===== src/rtl/ex_mdu_pkg.sv =====
// Shared encodings for the iterative multiply/divide unit.
package ex_mdu_pkg;

   // Operation select: bit 1 picks divide, bit 0 picks unsigned.
   typedef enum logic [1:0] {
      MDU_OP_MULT  = 2'b00,
      MDU_OP_MULTU = 2'b01,
      MDU_OP_DIV   = 2'b10,
      MDU_OP_DIVU  = 2'b11
   } mdu_op_e;

   // Sequencer states.
   typedef enum logic [1:0] {
      MDU_IDLE = 2'b00,
      MDU_RUN  = 2'b01,
      MDU_ZERO = 2'b10,
      MDU_DONE = 2'b11
   } mdu_state_e;

   function automatic logic op_is_div(input mdu_op_e op);
      return op[1];
   endfunction

   function automatic logic op_is_signed(input mdu_op_e op);
      return !op[0];
   endfunction

endpackage


===== src/rtl/ex_mdu.sv =====
// Iterative radix-2 multiply/divide unit returning {HI, LO}.
// Handshake: start_i is taken only in IDLE (and only when annul_i is low);
// busy_o stays high from the accept until the result is registered, and
// ready_o pulses for exactly one cycle with result_o/div_by_zero_o valid.
// There is no backpressure: the result must be consumed on the pulse.
// Datapath: one 2*WIDTH shift register holds {acc_hi, multiplier} for
// multiply or {remainder, dividend/quotient} for divide, stepped once
// per cycle on unsigned magnitudes; signs are restored when finishing.
module ex_mdu
   import ex_mdu_pkg::*;
#(
   parameter int WIDTH = 32
) (
   input  logic               clk,
   input  logic               rst,
   input  logic               start_i,
   input  logic               annul_i,
   input  logic [1:0]         op_i,
   input  logic [WIDTH-1:0]   opdata1_i,
   input  logic [WIDTH-1:0]   opdata2_i,
   output logic [2*WIDTH-1:0] result_o,
   output logic               ready_o,
   output logic               busy_o,
   output logic               div_by_zero_o
);

   localparam int CNT_W = $clog2(WIDTH) + 1;
   localparam logic [CNT_W-1:0] LAST_ITER = CNT_W'(WIDTH - 1);

   mdu_state_e           state_q, state_d;
   mdu_op_e              op_q, op_d;
   logic [2*WIDTH-1:0]   sr_q, sr_d;
   logic [WIDTH-1:0]     b_q, b_d;
   logic [CNT_W-1:0]     cnt_q, cnt_d;
   logic                 sa_q, sa_d;
   logic                 sb_q, sb_d;
   logic                 dbz_q, dbz_d;
   logic [2*WIDTH-1:0]   result_q, result_d;
   logic                 ready_q, ready_d;
   logic                 dbz_out_q, dbz_out_d;

   // Per-step datapath values.
   logic [WIDTH:0]       mul_sum;
   logic [2*WIDTH-1:0]   mul_next;
   logic [WIDTH:0]       rem_sh;
   logic [WIDTH+1:0]     div_diff;
   logic                 div_ge;
   logic [2*WIDTH-1:0]   div_next;
   logic                 unused_div_bit;

   // Sign-corrected results.
   logic [2*WIDTH-1:0]   prod_fix;
   logic [WIDTH-1:0]     quo_fix;
   logic [WIDTH-1:0]     rem_fix;
   logic [2*WIDTH-1:0]   final_res;

   // Accept-time decode of the incoming request.
   mdu_op_e              op_in;
   logic                 sgn_in;
   logic                 sa_in;
   logic                 sb_in;
   logic [WIDTH-1:0]     mag_a;
   logic [WIDTH-1:0]     mag_b;

   // Two's-complement magnitude; the most negative value maps to itself,
   // which read unsigned is exactly 2^(WIDTH-1).
   function automatic logic [WIDTH-1:0] magnitude(input logic [WIDTH-1:0] v,
                                                  input logic             neg);
      return neg ? (~v + 1'b1) : v;
   endfunction

   // Decode the request and build operand magnitudes.
   always_comb begin
      op_in  = mdu_op_e'(op_i);
      sgn_in = op_is_signed(op_in);
      sa_in  = sgn_in & opdata1_i[WIDTH-1];
      sb_in  = sgn_in & opdata2_i[WIDTH-1];
      mag_a  = magnitude(opdata1_i, sa_in);
      mag_b  = magnitude(opdata2_i, sb_in);
   end

   // One shift-add multiply step and one restoring divide step.
   always_comb begin
      mul_sum        = {1'b0, sr_q[2*WIDTH-1:WIDTH]} + (sr_q[0] ? {1'b0, b_q} : '0);
      mul_next       = {mul_sum, sr_q[WIDTH-1:1]};
      rem_sh         = sr_q[2*WIDTH-1:WIDTH-1];
      div_diff       = {1'b0, rem_sh} - {2'b00, b_q};
      div_ge         = !div_diff[WIDTH+1];
      unused_div_bit = div_diff[WIDTH];
      div_next       = div_ge ? {div_diff[WIDTH-1:0], sr_q[WIDTH-2:0], 1'b1}
                              : {rem_sh[WIDTH-1:0],   sr_q[WIDTH-2:0], 1'b0};
   end

   // Restore signs on the magnitude result.
   always_comb begin
      prod_fix  = (sa_q ^ sb_q) ? (~sr_q + 1'b1) : sr_q;
      quo_fix   = (sa_q ^ sb_q) ? (~sr_q[WIDTH-1:0] + 1'b1) : sr_q[WIDTH-1:0];
      rem_fix   = sa_q ? (~sr_q[2*WIDTH-1:WIDTH] + 1'b1) : sr_q[2*WIDTH-1:WIDTH];
      final_res = op_is_div(op_q) ? {rem_fix, quo_fix} : prod_fix;
   end

   // Next-state and next-output logic for the sequencer.
   always_comb begin
      state_d   = state_q;
      op_d      = op_q;
      sr_d      = sr_q;
      b_d       = b_q;
      cnt_d     = cnt_q;
      sa_d      = sa_q;
      sb_d      = sb_q;
      dbz_d     = dbz_q;
      result_d  = result_q;
      ready_d   = 1'b0;
      dbz_out_d = 1'b0;
      case (state_q)
         MDU_IDLE: begin
            if (start_i && !annul_i) begin
               op_d  = op_in;
               sa_d  = sa_in;
               sb_d  = sb_in;
               cnt_d = '0;
               dbz_d = 1'b0;
               if (op_is_div(op_in)) begin
                  sr_d    = {{WIDTH{1'b0}}, mag_a};
                  b_d     = mag_b;
                  state_d = (opdata2_i == '0) ? MDU_ZERO : MDU_RUN;
               end else begin
                  sr_d    = {{WIDTH{1'b0}}, mag_b};
                  b_d     = mag_a;
                  state_d = MDU_RUN;
               end
            end
         end
         MDU_RUN: begin
            if (annul_i) begin
               state_d = MDU_IDLE;
            end else begin
               sr_d  = op_is_div(op_q) ? div_next : mul_next;
               cnt_d = cnt_q + 1'b1;
               if (cnt_q == LAST_ITER) begin
                  state_d = MDU_DONE;
               end
            end
         end
         MDU_ZERO: begin
            if (annul_i) begin
               state_d = MDU_IDLE;
            end else begin
               sr_d    = '0;
               dbz_d   = 1'b1;
               state_d = MDU_DONE;
            end
         end
         MDU_DONE: begin
            result_d  = dbz_q ? '0 : final_res;
            ready_d   = 1'b1;
            dbz_out_d = dbz_q;
            state_d   = MDU_IDLE;
         end
         default: state_d = MDU_IDLE;
      endcase
   end

   // State, datapath and registered outputs; reset overrides everything.
   always_ff @(posedge clk) begin
      if (rst) begin
         state_q   <= MDU_IDLE;
         op_q      <= MDU_OP_MULT;
         sr_q      <= '0;
         b_q       <= '0;
         cnt_q     <= '0;
         sa_q      <= 1'b0;
         sb_q      <= 1'b0;
         dbz_q     <= 1'b0;
         result_q  <= '0;
         ready_q   <= 1'b0;
         dbz_out_q <= 1'b0;
      end else begin
         state_q   <= state_d;
         op_q      <= op_d;
         sr_q      <= sr_d;
         b_q       <= b_d;
         cnt_q     <= cnt_d;
         sa_q      <= sa_d;
         sb_q      <= sb_d;
         dbz_q     <= dbz_d;
         result_q  <= result_d;
         ready_q   <= ready_d;
         dbz_out_q <= dbz_out_d;
      end
   end

   assign result_o      = result_q;
   assign ready_o       = ready_q;
   assign div_by_zero_o = dbz_out_q;
   assign busy_o        = (state_q != MDU_IDLE);

endmodule


===== config.mk =====
export PLATFORM = sky130hd
export DESIGN_NAME = ex_mdu
export DESIGN_NICKNAME = d
export VERILOG_FILES = /design/src/rtl/ex_mdu_pkg.sv /design/src/rtl/ex_mdu.sv
export SDC_FILE = /design/constraint.sdc
export NUM_CORES = 1
export LEC_CHECK = 0
export CORE_MARGIN = 3
export CORE_UTILIZATION = 56
export DETAILED_ROUTE_END_ITERATION = 8
export GPL_TIMING_DRIVEN = 0
export PLACE_DENSITY = 0.87
export SLEW_MARGIN = 20
export SYNTH_ARGS = -nofsm -noshare
export SYNTH_HDL_FRONTEND = slang
export SYNTH_SLANG_ARGS = --single-unit

===== constraint.sdc =====
create_clock -name clk -period 4.9 [get_ports clk]
set_input_delay 0.98 -clock clk [delete_from_list [all_inputs] [get_ports clk]]
set_output_delay 0.98 -clock clk [all_outputs]
set_load 0.1 [all_outputs]

==> qor.csv <==
metric,value,unit
outcome,"finished, final reports clean",
placed_cells,2332,
syn_area_per_cell,7.331,um^2
synthTopCellsByArea,"dfxtp_1 25%, a21oi_1 7.8%, nor2_1 6.8%",
skew,0.01884,ns
cp-start-kind,register,
root_buffer,clkbuf_16,
fin_cells,2364,
vias,14830,
yosysMostFrequentCell,nor2_1,
cp.required,5.23,ns
synth_commonest_cells,"248 x nor2_1, 215 x a21oi_1, 174 x dfxtp_1, 163 x nand2_1, 154 x o21ai_0",
p_total,6.184,mW
slew_viol_final,0,
post-place-ws,0.4939,ns
clock_latency,0.45,ns
synth_edf_count,0,
routedWlPerCell,20.40,um
drv_cap,0,
port_buffers,135,
grt_pass1_wl,74250,um
drive_gt1_share,3.374,%
synth_top_area_share,25.30,%
antenna_cells,0,
ir_drop,0.2463,mV
cts_buffers,17,
synth_cell_type_count,77,
cp-end-kind,register,
rsz0062_at_grt,no,
detail_route.wirelength,48220,um
num_io_pins,137,
leakagePower,6.210,nW
ys_seq_area_share,25.30,%
setup_ws,0.2727,ns
grt_pass1_vias,13720,
crit_path_top_delay_cell,o31ai_1,
hold_viol_final,0,
tns,0,ns
cp-startpoint,sr_q[0]$_SDFFE_PP0P_,
ant_nets,0,
coreArea,23820,um^2
cp_common_cell,nor2_1,
slowest_delay,0.62,ns
mappedNetlistArea,13770,um^2
cts.sinks,174,
worst-path-max-fanout,10,
path_clk_slew,0.07,ns
hold_class,reg2reg,
cp.arrival,4.95,ns
dieArea,26500,um^2
ys_ff_latch,174,
async_reset_ff_share,0,%
layout_min_cycle_time,4.627,ns
initial_core_util,57.79,%
firstDrtPassIters,6,
grt_usage,35.40,%
yosys_warnings,0,
post_drt_via_cell_ratio,6.272,
holdWs,0.4506,ns
reg2reg_from,sr_q[0]$_SDFFE_PP0P_,
gr-total-overflow,0,
hp-start,result_o[55]$_SDFFE_PP0P_,
seq_area,3483,um^2
crit_type,reg2reg,
antenna_found_initial,0,
crit_path_cell_trace,inv_1 -> clkbuf_1 -> nor2_1 -> ha_1 -> a21oi_1 -> o211ai_1 -> nor3b_1 -> o31ai_1 -> a41oi_1 -> a41o_1 -> nor2_1 -> xor2_1 -> o21ai_0 -> a221o_1,
final_nets,2177,
cts_hold_buf,0,
die-width,162.8,um
cts-resized-gates,0,
post_cts_buffers,0,
setup_violations,0,
grt_max_degree,18,
drtIter0Drc,1547,
cts-htree-levels,4,
die_h,162.8,um
power.density,383.8,nW/um^2
rows,56,
worst_pin_slew,1.022,ns
cts_buffer_depth,2,
slew_headroom,31.29,%
syn_inst,1878,
fillers,2080,
tritoncts,done,
hpwl,38210,um
yosysTopAreaCell,dfxtp_1,
syn-num-nets,2023,
drc_errors,0,
period_share,94.43,%
fmax,216.1,MHz
gp_congestion,1.033,
synthFlopType,dfxtp_1,
synthToLayoutAreaGrowth,17.04,%
multiInputGateArea,9574,um^2
report_power, final:
group          total, mW  switching (mW)  internal [mW]  leakage, nW
sequential          1.78           0.200           1.58         1.41
combinational       2.99            1.98           1.01         4.51
clock               1.41           0.663          0.749        0.287
total               6.18            2.84           3.34         6.21
cells in the final DEF (no fill, tap or decap), types with 8 or more instances in the layout:
master,n
or3_1,13
o21ai_0,154
nor3_1,25
inv_6,8
dfxtp_1,174
o21bai_1,10
mux2i_1,42
o21a_1,10
xnor2_1,96
nor2b_1,44
o22ai_1,11
a21oi_1,215
inv_1,68
a22oi_1,20
nor2_1,248
and3_1,9
o211ai_1,28
nand2b_1,15
o41ai_1,9
nand3_1,17
a21o_1,31
xor2_1,85
ha_1,73
buf_1,8
a211oi_1,21
o221ai_1,19
clkdlybuf4s50_1,135
nand4_1,11
a31oi_1,14
clkbuf_16,17
nor4_1,19
nand2_1,163
o31ai_1,12
clkbuf_1,101
stage by stage:
stage	util (%)	cell area [um^2]
2_1_floorplan	-	13770
3_3_place_gp	65.14	15520
3_5_place_dp	65.14	15520
4_1_cts	67.62	16110
5_1_grt	67.64	16110
6_report	67.64	16110
flip-flops by register name, indices dropped and copies added, names as in the netlist:
| name | flops |
|---|---|
| cnt_q | 6 |
| result_o | 64 |
| sr_q | 64 |
| op_q | 1 |
| sb_q | 1 |
| ready_o | 1 |
| div_by_zero_o | 1 |
| b_q | 32 |
| state_q | 2 |
| sa_q | 1 |
| dbz_q | 1 |
per-layer routing:
layer | up-vias | wire length (um) | GRT usage, %
met2 | 809 | 21810 | 57.88
met3 | 169 | 4550 | 5.977
met1 | 6884 | 19200 | 44.93
li1 | 6966 | - | -
met4 | 0 | 2666 | 18.03
met5 | - | 0 | 0
kinds of logic after synthesis:
logic type,Yosys count,synth area share (%)
simple gates,609,20.51
compound gates,608,27.26
fa+ha+maj,75,6.925
buf+inv,186,5.189
flops,174,25.30
mux,45,3.299
xor+xnor,181,11.52
final timing paths:
check,to,slack (ns),cells past startpoint
setup reg to reg,sr_q[62]$_SDFFE_PP0P_,0.27,14
setup / recovery,sr_q[62]$_SDFFE_PP0P_,0.27,14
hold reg to reg,result_o[55]$_SDFFE_PP0P_,0.45,2
hold / removal,result_o[55]$_SDFFE_PP0P_,0.45,2
area by class of cell:
| cell class | instances | share of cell area [%] |
|---|---|---|
| Tap cell | 319 | 2.477 |
| Inverter | 69 | 1.607 |
| Clock inverter | 13 | 0.8542 |
| Timing Repair Buffer | 135 | 8.386 |
| Sequential cell | 174 | 21.62 |
| Buffer | 117 | 2.827 |
| Clock buffer | 19 | 2.811 |
| Multi-Input combinational cell | 1518 | 59.42 |
worst max-delay path, delay by kind of cell (launching register included):
kind | cells | cell delay (ns)
XOR/XNOR | 1 | 0.15
AO/OA/AOI/OAI | 7 | 2.28
flip-flops | 1 | 0.44
AND/OR/NAND/NOR | 3 | 0.44
buffers and inverters | 2 | 0.83
adder cells (fa/ha/maj) | 1 | 0.37
Note: power is estimated with default switching activity, not from simulation.
